### src/rtl/regfile_wport_arbiter.sv
// regfile_wport_arbiter
// Shares the single register-file write port between the in-order WB stage and
// an out-of-band multi-cycle unit (MDU). It keeps a scoreboard of destinations
// with an MDU op in flight and raises RAW/WAW hazards to decode.
// The register file samples the port on its negedge, so the port is combinational.
// Optional starvation guard: define REGARB_STARVE_GUARD_EN to add a wait counter
// that freezes the pipeline and gives the MDU priority after MAX_WAIT refusals.
module regfile_wport_arbiter #(
  parameter int MAX_WAIT = 4,
  parameter int CNT_W    = 4
) (
  input  logic        clk_i,
  input  logic        rst_n_i,
  input  logic        wb_we_i,
  input  logic [4:0]  wb_rd_i,
  input  logic [31:0] wb_data_i,
  input  logic        mdu_valid_i,
  input  logic [4:0]  mdu_rd_i,
  input  logic [31:0] mdu_data_i,
  output logic        mdu_ready_o,
  input  logic        issue_i,
  input  logic [4:0]  issue_rd_i,
  input  logic [4:0]  rs_i,
  input  logic [4:0]  rt_i,
  output logic        hazard_o,
  output logic        stall_o,
  output logic        RegWrite_o,
  output logic [4:0]  WriteReg_o,
  output logic [31:0] WriteData_o,
  output logic [31:0] pending_o
);

  // Configurations whose counter cannot reach MAX_WAIT elaborate this marker block.
  if (MAX_WAIT < 1 || MAX_WAIT > 15 || MAX_WAIT >= (1 << CNT_W)) begin : g_bad_params
  end

  logic        wbReq;
  logic        mduReq;
  logic        prioActive;
  logic        grantWb;
  logic        grantMdu;
  logic        stallInt;
  logic        mduXfer;
  logic        hazardInt;
  logic        issueAccept;
  logic        portWe;
  logic [4:0]  portReg;
  logic [31:0] portData;
  logic [31:0] pending_q;
  logic [31:0] pending_d;

  // Effective requests: a WB write to r0 is a no-op and never competes for the port.
  always_comb begin
    wbReq  = wb_we_i & (wb_rd_i != 5'd0);
    mduReq = mdu_valid_i;
  end

`ifdef REGARB_STARVE_GUARD_EN
  localparam logic [CNT_W-1:0] WaitMax = CNT_W'(MAX_WAIT);

  logic [CNT_W-1:0] waitCnt_q;
  logic [CNT_W-1:0] waitCnt_d;
  logic             prio_q;
  logic             prio_d;

  // Count consecutive refused MDU cycles and raise MDU priority once the limit is hit.
  always_comb begin
    waitCnt_d = waitCnt_q;
    prio_d    = prio_q;
    if (mduXfer || !mdu_valid_i) begin
      waitCnt_d = '0;
    end else if (waitCnt_q < WaitMax) begin
      waitCnt_d = waitCnt_q + 1'b1;
    end
    if (mduXfer) begin
      prio_d = 1'b0;
    end else if (waitCnt_d == WaitMax) begin
      prio_d = 1'b1;
    end
  end

  // Wait counter and priority flag registers.
  always_ff @(posedge clk_i or negedge rst_n_i) begin
    if (!rst_n_i) begin
      waitCnt_q <= '0;
      prio_q    <= 1'b0;
    end else begin
      waitCnt_q <= waitCnt_d;
      prio_q    <= prio_d;
    end
  end

  assign prioActive = prio_q;
`else
  // Without the guard WB always wins and the MDU simply waits for a free cycle.
  assign prioActive = 1'b0;
`endif

  // Arbitration: WB wins normally; with MDU priority the pipeline is frozen and WB ignored.
  always_comb begin
    grantWb  = 1'b0;
    grantMdu = 1'b0;
    stallInt = 1'b0;
    if (prioActive) begin
      grantMdu = mduReq;
      stallInt = 1'b1;
    end else begin
      grantWb  = wbReq;
      grantMdu = mduReq & ~wbReq;
    end
  end

  // A handshake completes whenever the MDU is valid and granted.
  always_comb begin
    mduXfer = mdu_valid_i & grantMdu;
  end

  // Drive the write port from the winner; an MDU result to r0 is accepted but not written.
  always_comb begin
    portWe   = 1'b0;
    portReg  = 5'd0;
    portData = 32'd0;
    if (grantWb) begin
      portWe   = 1'b1;
      portReg  = wb_rd_i;
      portData = wb_data_i;
    end else if (grantMdu) begin
      portWe   = (mdu_rd_i != 5'd0);
      portReg  = mdu_rd_i;
      portData = mdu_data_i;
    end
  end

  // Hazard on any pending source or a pending issue destination; no same-cycle bypass.
  always_comb begin
    hazardInt = pending_q[rs_i] | pending_q[rt_i] | (issue_i & pending_q[issue_rd_i]);
  end

  // Scoreboard next state: clear on MDU transfer, then set on accepted issue so set wins.
  always_comb begin
    issueAccept = issue_i & (issue_rd_i != 5'd0) & ~hazardInt;
    pending_d   = pending_q;
    if (mduXfer) begin
      pending_d[mdu_rd_i] = 1'b0;
    end
    if (issueAccept) begin
      pending_d[issue_rd_i] = 1'b1;
    end
    pending_d[0] = 1'b0;
  end

  // Scoreboard register; reset drops every in-flight entry.
  always_ff @(posedge clk_i or negedge rst_n_i) begin
    if (!rst_n_i) begin
      pending_q <= '0;
    end else begin
      pending_q <= pending_d;
    end
  end

  // Outputs are forced to zero while reset is asserted, independent of the inputs.
  always_comb begin
    mdu_ready_o = rst_n_i & grantMdu;
    stall_o     = rst_n_i & stallInt;
    hazard_o    = rst_n_i & hazardInt;
    RegWrite_o  = rst_n_i & portWe;
    WriteReg_o  = rst_n_i ? portReg : 5'd0;
    WriteData_o = rst_n_i ? portData : 32'd0;
    pending_o   = pending_q;
  end

endmodule

### config.mk
export PLATFORM = sky130hd
export DESIGN_NAME = regfile_wport_arbiter
export DESIGN_NICKNAME = d
export VERILOG_FILES = /design/src/rtl/regfile_wport_arbiter.sv
export SDC_FILE = /design/constraint.sdc
export NUM_CORES = 1
export LEC_CHECK = 0
export BUFFER_PORTS_ARGS = -buffer_cell sky130_fd_sc_hd__buf_2
export CAP_MARGIN = 20
export CORE_ASPECT_RATIO = 0.6
export CORE_MARGIN = 2
export CORE_UTILIZATION = 44
export CTS_BUF_LIST = sky130_fd_sc_hd__clkbuf_16
export DETAILED_ROUTE_END_ITERATION = 8
export HOLD_SLACK_MARGIN = 0.08
export PLACE_DENSITY = 0.81
export SLEW_MARGIN = 10
export SYNTH_ARGS = -nofsm -noshare
export SYNTH_HDL_FRONTEND = slang
export SYNTH_SLANG_ARGS = --single-unit
### constraint.sdc
create_clock -name clk_i -period 3.2 [get_ports clk_i]
set_input_delay 0.32 -clock clk_i [delete_from_list [all_inputs] [get_ports clk_i]]
set_output_delay 0.32 -clock clk_i [all_outputs]
set_load 0.005 [all_outputs]
### Yosys cells after proc, flatten, opt, wreduce, memory -nomap -nowiden

Index checks and enable logic that the tools add are counted.

* $lt $le $gt $ge: 6
* mux-type cells: 20
* bitwise gates (word level): 16
* reductions and logical operators: 5

Operators by type and width (count)
* 32-bit 2-to-1 mux: 5
* 32-bit AND: 1
* 32-bit NOT: 1
* 32-bit OR: 1
* 5-bit by 6-bit less-than comparator with 1-bit output, second input constant: 4
* 1-bit binary-select mux with 5-bit select: 3
* 5-bit 2-to-1 mux: 3
* 5-bit nonzero test: 3
* 1-bit demux with 5-bit select: 2
* 5-bit by 1-bit >= comparator with 1-bit output, second input constant: 2
* 1-bit AND: 9
* 1-bit 2-to-1 mux: 7
* 1-bit logical AND: 2
* 1-bit NOT: 2
* 1-bit OR: 2

* bits in registers: 31

### Depth between registers and ports, before layout

Gate-level depths: netlist of run 1.

* depth after elaboration: 9
* mapped depth: 8
* mapped depth without buffers: 6

### Worst setup path after synthesis of run 1

No wires, ideal clock.

* path type: input port to output port
* from: input port rs_i[2]
* to: output port hazard_o
* arrival: 2.151 ns
* required time: 2.880 ns
* setup slack: 0.729 ns
* cell stages on the path: 8
* buffers on the path: 2
* cell sequence: buf_6 mux4_1 mux4_2 nand2b_4 o211ai_2 nand4_4 buf_6 o21a_1

* longest elaborated chain between the ends: 5

Ends and longest elaborated chain
* from (decl): line 23 `input logic [4:0] rs_i,`
* 1-bit binary-select mux with 5-bit select: line 136 `hazardInt = pending_q[rs_i] | pending_q[rt_i] | (issue_i & pending_q[issue_rd_i]);`
* 1-bit 2-to-1 mux (not written as such): line 136
* 1-bit OR (2 in series): line 136
* 1-bit AND: line 165 `hazard_o = rst_n_i & hazardInt;`
* to (decl): line 25 `output logic hazard_o,`

Every way passes these cells. The select of a mux whose other input is x is not followed.

### Worst setup path in the final report of run 1

* from: register pending_q[2] (netlist: pending_o[2])
* to: output port hazard_o

* longest elaborated chain between the ends: 5
* elaborated cells between the ends (all ways): 10
* classes of those cells: 6 x mux; 4 x bitwise

Ends and longest elaborated chain
* from (decl): line 49 `logic [31:0] pending_q;`
* from (signal assigned): line 157 `pending_q <= pending_d;`
* 1-bit binary-select mux with 5-bit select: line 136
* 1-bit 2-to-1 mux (not written as such): line 136
* 1-bit OR or 1-bit AND (tied branches): line 136
* 1-bit OR (*): line 136
* 1-bit AND (*): line 165

Every way passes the cells marked *; elsewhere a longest branch is shown, timed or not. The select of a mux whose other input is x is not followed.

==> metrics.yaml, run 1 <==
min_period_ns: 2.97
skew_ns: 0.00249
drt_iter0_markers: 411
dieHeight_um: 65.5
gp_congestion: 0.977
synth-seq-area-share_pct: 28.0
hold_viol_final: 0
layout-drive-gt1-share_pct: 45.2
final_cell_mix: "buf_2 (164), a22o_1 (35), o41ai_1 (31), dfrtp_1 (31), o21ai_0 (29)"
synth_edf_count: 0
io_pins: 167
whs_ns: 0.0876
numCtsBuffers: 5
reg2reg_from: "pending_o[2]"
syn_avg_cell_area_um2: 9.73
rsz0062_at_grt: "false"
maxSlewViolCount: 0
setup_tns_ns: 0
pre_cts_slack_ns: 0.274
hold_path_class: "input port to async pin"
tightest_slew_ns: 0.567
startpoint: "pending_o[2]"
slew_headroom_pct: 62.1
synthesis.area_um2: 2770
async_flop_share_pct: 100
clk_path_buf_depth: 2
grt_util_met1_pct: 44.8
final_nets: 524
path_class: "flop to output pin"
crit_chain: "mux4_1, mux4_2, nand2b_4, o211ai_2, nand4_4, o21a_1, buf_2"
worstPathMaxFanout: 14
clk_latency_ns: 0.28
cap_violations: 0
final_common_cell: "buf_2"
cts_resized: 0
setup_viol: 0
fin_util_pct: 61.2
grt_pass1_wl_um: 16900
fin_total_pwr_uw: 1630
met2_usage_pct: 47.1
clk_pin_slew_ns: 0.05
drcViolationCount: 0
max_stage_delay_ns: 0.52
routed_wl_um: 10900
num_vias: 3348
cts_setup_buffers: 0
post_drt_wl_per_cell_um: 21.2
grt_overflow: 0
yosysWarningCount: 0
largest_register_ffs: 31
power_density_nw_per_um2: 436
grt_max_degree: 37
worst_path_max_delay_cell: "mux4_1"
syn_inst: 285
r2r_slack_ns: 0.38
ys.flop_type: "dfrtp_1"
required_ns: 2.88
place.port_buffers: 164
fp.dieW_um: 106
power_leakage_uw: 0.00186
cp-start-kind: "flop"
die_area_um2: 6970
cts.sinks: 31
htreeDepth: 2
critPathCaptureType: "output pin"
core_um2: 6110
grt_use_total_pct: 31.9
register_area_um2: 776
cts-root-buf: "clkbuf_16"
n_antenna_cell: 0
fp-row-count: 22
nFillCells: 564
fin_crit_sh_pct: 92.9
multi_input_area_um2: 1830
grt_pass1_vias: 3114
syn2layout_area_growth_pct: 35.0
fin_ws_ns: 0.226
first_pass_iters: 5
top_usage_layer: "met2"
met3_usage_pct: 12.5
arrival_ns: 2.65
holdBufCountCts: 0
cts_tree: "done"
via_per_inst: 6.50
fmax_mhz: 336
synth-seq-cells: 31
status: "completed"
start_util_pct: 45.4
ys_types: 43
hpwl_um: 8270
antenna_left: 0
antenna_found_initial: 0
ir_worst_vdd_mv: 0.203
## Yosys cell counts (2+ instances only)
library cell,number,area (um^2)
a211oi_1,2,15.0
a21oi_1,7,35.0
a22o_1,35,307
a22oi_1,2,15.0
a31oi_1,2,12.5
and2_1,2,12.5
and3_1,2,12.5
buf_1,5,18.8
buf_4,2,15.0
buf_6,4,45.0
clkbuf_1,21,78.8
dfrtp_1,31,776
inv_1,3,11.3
mux2i_1,22,220
mux4_1,5,131
mux4_2,8,180
nand2_1,12,45.0
nand2b_1,4,25.0
nand3_1,5,25.0
nand3b_1,9,67.6
nor2_1,6,22.5
nor2b_1,3,18.8
o21ai_0,29,145
o21ai_1,5,25.0
o22ai_1,4,25.0
o31ai_1,2,15.0
o41ai_1,31,272
or3_1,2,12.5
or3b_2,6,52.6
## final timing paths
kind	end	cells after the start
min in group clk_i	pending_o[14]	4
min	pending_o[17]	2
min reg2reg	pending_o[13]	2
max in group asynchronous	pending_o[28]	2
max	hazard_o	7
max reg2reg	pending_o[18]	7
## per-stage QoR
stage	area, um^2	cells
6_report	3740	515
5_1_grt	3740	515
4_1_cts	3740	515
3_5_place_dp	3600	507
3_3_place_gp	3590	506
2_1_floorplan	2780	286
## layout make-up
type | count | share of cell area [%]
Multi-Input combinational cell | 220 | 49.0
Timing Repair Buffer | 169 | 23.5
Sequential cell | 31 | 20.7
Inverter | 3 | 0.301
Clock inverter | 3 | 0.334
Clock buffer | 5 | 3.34
Tap cell | 84 | 2.81
## cell families after synthesis
family / synth area share, %
multiplexers: 19.6
AND/OR/NAND/NOR: 12.9
flip-flops: 28.0
AO/OA/AOI/OAI: 33.3
other: 0.135
buffers and inverters: 6.09
## routing by layer
metal	up-vias	routed length, um
li1	1460	-
met1	1602	4530
met2	270	4680
met3	16	1620
met4	0	98
met5	-	0
## where the power goes
| group | total (uW) | switching [uW] | leakage (uW) | internal, uW |
|---|---|---|---|---|
| sequential | 598 | 132 | 0.000413 | 465 |
| clock | 444 | 164 | 0.0000762 | 280 |
| combinational | 591 | 291 | 0.00137 | 300 |
## worst max-delay path: cells and delay by family (launching register included)
family | cells | cell delay (ns)
AOI/OAI and AO/OA | 2 | 0.37
and+or+nand+nor | 2 | 0.42
muxes | 2 | 0.98
buffers and inverters | 1 | 0.13
DFF | 1 | 0.46
Note: power is estimated with default switching activity, not from simulation.
==> run 2: changes to the inputs <==
REMOVE_ABC_BUFFERS = 1   (was default)
==> run 2 against run 1 <==
  * Wire length rose by 3.6%
  * Critical path depth unchanged
  * First-iteration DRC count fell by 1.9%
  * Power increased by 6.0%
  * Largest cell class unchanged
  * Worst hold slack better by 0.084 ns
  * Count of clock-buffer cells in the layout unchanged
  * Die area unchanged
  * Sequential share of layout area decreased by 0.23 points
  * Setup slack worse by 0.0017 ns
  * Maximum frequency hardly changed
==> metrics.yaml, run 2 (synthesis gave the netlist of run 1 again) <==
setup.worst_path.end: "hazard_o"  # unchanged
start_util_pct: 45.4  # unchanged
fmax_mhz: 336  # about the same
fp.dieW_um: 106  # unchanged
startpoint: "pending_o[3]"  # was pending_o[2]
num_vias: 3439  # was 3,348
dp_cells: 509  # was 507
setup_tns_ns: 0  # unchanged
htreeDepth: 2  # unchanged
post_drt_wl_per_cell_um: 21.9  # was 21.2 um
intPower_uw: 1130  # was 1050 uW
drt_iter0_markers: 403  # was 411
hold_path_class: "input port to async pin"  # unchanged
r2r_slack_ns: 0.42  # was 0.38 ns
slew_headroom_pct: 52.6  # was 62.1%
first_pass_iters: 5  # unchanged
r2r_cells: 7  # unchanged
maxSlewViolCount: 0  # unchanged
critPathCaptureType: "output pin"  # unchanged
status: "completed"  # unchanged
fin_crit_sh_pct: 93.0  # was 92.9%
required_ns: 2.88  # about the same
routed_wl_um: 11300  # was 10,900 um
tightest_slew_ns: 0.710  # was 0.567 ns
final_cell_mix: "buf_2 (164), a22o_1 (35), o41ai_1 (31), dfrtp_1 (31), o21ai_0 (29)"  # unchanged
clk_path_buf_depth: 2  # unchanged
reg2reg_from: "pending_o[3]"  # was pending_o[2]
grt_pass1_vias: 3248  # was 3,114
cp-start-kind: "flop"  # unchanged
finalInstanceArea_um2: 3780  # was 3740 um^2
seqPwrFrac_pct: 34.0  # was 36.6%
setup_viol: 0  # unchanged
fin_util_pct: 61.9  # was 61.2%
layout-drive-gt1-share_pct: 45.7  # was 45.2%
cts-root-buf: "clkbuf_16"  # unchanged
ir_worst_vdd_mv: 0.219  # was 0.203 mV
antenna_left: 0  # unchanged
grt_overflow: 0  # unchanged
grt_use_total_pct: 32.4  # was 31.9%
grt_max_degree: 37  # unchanged
post_layout_nonfiller_instances: 517  # was 515
drcViolationCount: 0  # unchanged
power_density_nw_per_um2: 457  # was 436 nW/um^2
numCtsBuffers: 5  # unchanged
power.share.switching_pct: 34.5  # was 36.0%
cap_violations: 0  # unchanged
final_common_cell: "buf_2"  # unchanged
cts_resized: 0  # unchanged
holdBufCountCts: 0  # unchanged
cts_tree: "done"  # unchanged
arrival_ns: 2.66  # was 2.65 ns
skew_ns: 0.00397  # was 0.00249 ns
rsz0062_at_grt: "false"  # unchanged
fp-row-count: 22  # unchanged
dpl-instance-area_um2: 3620  # was 3600 um^2
worstPathMaxFanout: 14  # unchanged
antenna_found_initial: 0  # unchanged
cts.sinks: 31  # unchanged
place.port_buffers: 164  # unchanged
largest_register_ffs: 31  # unchanged
path_class: "flop to output pin"  # unchanged
power_leakage_uw: 0.00188  # was 0.00186 uW
grt_pass1_wl_um: 17200  # was 16,900 um
hpwl_um: 8270  # about the same
hold_viol_final: 0  # unchanged
cts_setup_buffers: 0  # unchanged
p_sw_uw: 597  # was 587 uW
gp_congestion: 0.963  # was 0.977
whs_ns: 0.172  # was 0.0876 ns
final_nets: 526  # was 524
clkPwrFrac_pct: 30.8  # was 27.2%
core_um2: 6110  # unchanged
io_pins: 167  # unchanged
die_area_um2: 6970  # unchanged
clk_pin_slew_ns: 0.05  # about the same
dieHeight_um: 65.5  # unchanged
syn2layout_area_growth_pct: 36.5  # was 35.0%
clk_latency_ns: 0.28  # about the same
combPwrFrac_pct: 35.2  # was 36.2%
via_per_inst: 6.65  # was 6.50
min_period_ns: 2.98  # was 2.97 ns
n_antenna_cell: 0  # unchanged
r2r_end: "pending_o[24]"  # was pending_o[18]
-- run 2: changes by cell type in the layout (fill, tap and decap cells not counted), sizes merged --
cell    delta
buf        +2
inv        -2
bufinv     +1
clkinv     +1
-- run 2: cell type report --
type / count / area, um^2
clock buffer: 5 / 125
multi-input combinational: 220 / 1830
sequential: 31 / 776
fill: 531 / 2330
clock inverter: 3 / 38.8
inverter: 3 / 11.3
tap: 84 / 105
timing repair buffer: 171 / 893
-- run 2: how the worst min path moves through the flow --
stage               startpoint  depth (start not counted)       endpoint  slack (ns)
floorplan              rst_n_i                          0  pending_o[10]        0.02
global placement       rst_n_i                          2  pending_o[18]        0.45
detailed placement     rst_n_i                          2  pending_o[16]        0.46
CTS                    rst_n_i                          2  pending_o[22]        0.17
global route           rst_n_i                          2  pending_o[22]        0.21
finish                 rst_n_i                          2  pending_o[18]        0.17
-- run 2: power by group through the flow --
stage / registers [uW] / clock network [uW] / logic (uW)
3_3_place_gp: 579 / 0 / 575
5_1_grt: 593 / 549 / 659
4_1_cts: 577 / 530 / 600
3_5_place_dp: 583 / 0 / 592
6_report: 588 / 533 / 609
2_1_floorplan: 546 / 0 / 299
-- run 2: layer usage --
layer	global-route usage [%]	up-vias	wire length [um]
li1	-	1471	-
met2	47.7	267	4700
met1	45.0	1661	4800
met4	8.77	0	277
met5	0	-	0
met3	12.3	40	1550
-- run 2: critical path: stages (launching register included) --
cell	delay, ns
dfrtp_1	0.46
mux4_1	0.53
mux4_2	0.47
nand2b_4	0.15
o211ai_2	0.09
nand4_4	0.27
o21a_1	0.27
buf_2	0.12
-- run 2: stage by stage --
step | worst slack [ns] | total power (uW)
6_report | 0.224 | 1730
5_1_grt | 0.163 | 1800
4_1_cts | 0.253 | 1710
3_5_place_dp | 0.265 | 1170
3_3_place_gp | 0.422 | 1150
2_1_floorplan | 0.497 | 845
==> run 3: changes to the inputs <==
BUFFER_PORTS_ARGS = -buffer_cell sky130_fd_sc_hd__buf_4   (was -buffer_cell sky130_fd_sc_hd__buf_2)
PLACE_DENSITY = default   (was 0.81)
PLACE_DENSITY_LB_ADDON = 0.2   (was default)
==> run 3 against run 2 <==
  * Register-to-register slack got worse by 0.05 ns
  * First-iteration DRC count grew 13%
  * Clock skew rose by 0.0038 ns
  * Sequential power about the same
  * Setup slack better by 0.034 ns
  * Worst hold slack better by 0.20 ns
  * Clock power hardly changed
  * Highest routed layer unchanged
==> metrics.yaml, run 3 (synthesis gave the netlist of run 1 again) <==
status: "completed"  # unchanged
tightest_slew_ns: 0.558  # was 0.710 ns
antenna_found_initial: 0  # unchanged
startpoint: "pending_o[11]"  # was pending_o[3]
n_antenna_cell: 0  # unchanged
worst_path_max_delay_cell: "mux4_1"  # unchanged
grt_overflow: 0  # unchanged
clkPwrFrac_pct: 29.6  # was 30.8%
grt_pass1_vias: 3229  # was 3,248
max_stage_delay_ns: 0.52  # was 0.53 ns
core_um2: 6110  # unchanged
first_pass_iters: 5  # unchanged
post_drt_wl_per_cell_um: 21.7  # was 21.9 um
cts-root-buf: "clkbuf_16"  # unchanged
numCtsBuffers: 5  # unchanged
grt_use_total_pct: 31.7  # was 32.4%
start_util_pct: 45.4  # unchanged
fp-row-count: 22  # unchanged
largest_register_ffs: 31  # unchanged
final_nets: 526  # unchanged
skew_ns: 0.00776  # was 0.00397 ns
register_area_um2: 776  # unchanged
num_vias: 3367  # was 3,439
via_per_inst: 6.51  # was 6.65
crit_chain: "mux4_1, mux4_2, nand2b_4, o211ai_2, nand4_4, o21a_1, buf_4"  # was mux4_1, mux4_2, nand2b_4, o211ai_2, nand4_4, o21a_1, buf_2
layout-drive-gt1-share_pct: 45.5  # was 45.7%
final_cell_mix: "buf_4 (170), a22o_1 (35), o41ai_1 (31), dfrtp_1 (31), o21ai_0 (29)"  # was buf_2 (164), a22o_1 (35), o41ai_1 (31), dfrtp_1 (31), o21ai_0 (29)
hold_viol_final: 0  # unchanged
power_leakage_uw: 0.00197  # was 0.00188 uW
syn2layout_area_growth_pct: 50.6  # was 36.5%
ir_worst_vdd_mv: 0.289  # was 0.219 mV
hp-start: "mdu_rd_i[0]"
final_common_cell: "buf_4"  # was buf_2
fp.dieW_um: 106  # unchanged
die_area_um2: 6970  # unchanged
maxSlewViolCount: 0  # unchanged
cts_tree: "done"  # unchanged
combPwrFrac_pct: 37.8  # was 35.2%
clk_path_buf_depth: 2  # unchanged
power_density_nw_per_um2: 433  # was 457 nW/um^2
nFillCells: 515  # was 531
power.share.switching_pct: 33.1  # was 34.5%
critPathCaptureType: "output pin"  # unchanged
grt_max_degree: 37  # unchanged
clk_pin_slew_ns: 0.05  # about the same
intPower_uw: 1210  # was 1130 uW
holdBufCountCts: 1  # was 0
cts.sinks: 31  # unchanged
p_sw_uw: 599  # was 597 uW
dpl-instance-area_um2: 4000  # was 3620 um^2
required_ns: 2.88  # about the same
place.port_buffers: 164  # unchanged
htreeDepth: 2  # unchanged
rsz0062_at_grt: "false"  # unchanged
antenna_left: 0  # unchanged
grt_pass1_wl_um: 17000  # was 17,200 um
cts_resized: 0  # unchanged
setup_viol: 0  # unchanged
drcViolationCount: 0  # unchanged
slew_headroom_pct: 62.7  # was 52.6%
fmax_mhz: 340  # was 336 MHz
setup_tns_ns: 0  # unchanged
arrival_ns: 2.62  # was 2.66 ns
hold_path_class: "input port to flop"  # was input port to async pin
cts_setup_buffers: 0  # unchanged
min_period_ns: 2.94  # was 2.98 ns
hpwl_um: 8430  # was 8270 um
fin_util_pct: 68.3  # was 61.9%
reg2reg_from: "pending_o[11]"  # was pending_o[3]
cap_violations: 0  # unchanged
seqPwrFrac_pct: 32.6  # was 34.0%
dieHeight_um: 65.5  # unchanged
gp_congestion: 0.915  # was 0.963
multi_input_area_um2: 1830  # unchanged
io_pins: 167  # unchanged
worstPathMaxFanout: 15  # was 14
finalInstanceArea_um2: 4180  # was 3780 um^2
path_class: "flop to output pin"  # unchanged
drt_iter0_markers: 454  # was 403
fin_crit_sh_pct: 91.9  # was 93.0%
clk_latency_ns: 0.28  # about the same
cp-start-kind: "flop"  # unchanged
routed_wl_um: 11200  # was 11,300 um
==> run 3: cell types whose count changed in the layout (fill, tap and decap cells not counted) <==
cell | before | now
buf_4 | 5 | 170
buf_2 | 164 | 0
buf_12 | 1 | 0
buf_8 | 1 | 0
dlygate4sd3_1 | 0 | 1
==> run 3: cell type report <==
class / instances / share of cell area, %
inverters: 3 / 0.270
well taps: 84 / 2.52
multi-input cells: 220 / 43.9
repair buffers: 171 / 30.8
clock buffers: 5 / 3.00
flip-flops and latches: 31 / 18.6
clock inverters: 3 / 0.929
==> run 3: routing by layer <==
layer | vias to the layer above | GRT usage (%) | routed length [um]
met1 | 1609 | 43.1 | 4540
met4 | 0 | 8.93 | 179
met5 | - | 0 | 0
li1 | 1465 | - | -
met2 | 269 | 49.0 | 4940
met3 | 24 | 10.2 | 1550
==> run 3: worst paths after layout <==
path	cells after the start	end	slack (ns)
hold / removal	3	pending_o[12]	0.37
setup reg to reg	7	pending_o[2]	0.37
hold reg to reg	2	pending_o[14]	0.60
min in group asynchronous	2	pending_o[14]	0.53
max in group asynchronous	2	pending_o[17]	2.34
setup / recovery	7	hazard_o	0.26
==> run 3: power by group through the flow <==
stage / combinational, uW / sequential (uW) / clock, uW
after detailed placement: 671 / 584 / 0
after floorplan: 299 / 546 / 0
final: 684 / 590 / 536
after global placement: 658 / 582 / 0
after CTS: 676 / 579 / 538
after global routing: 727 / 596 / 556
==> run 3: critical path: cells and delay by family (launching register included) <==
| family | cells | cell delay [ns] |
|---|---|---|
| muxes | 2 | 0.99 |
| DFF | 1 | 0.43 |
| buffers and inverters | 1 | 0.13 |
| and+or+nand+nor | 2 | 0.42 |
| AOI/OAI and AO/OA | 2 | 0.36 |
==> run 3: stage by stage <==
| step | std cells | hold slack (ns) | setup slack (ns) | power (uW) |
|---|---|---|---|---|
| floorplan | 254 | 0.0244 | 0.497 | 845 |
| global placement | 508 | 0.290 | 0.469 | 1240 |
| detailed placement | 508 | 0.294 | 0.301 | 1260 |
| CTS | 517 | 0.353 | 0.274 | 1790 |
| global route | 517 | 0.395 | 0.197 | 1880 |
| finish | 517 | 0.369 | 0.258 | 1810 |
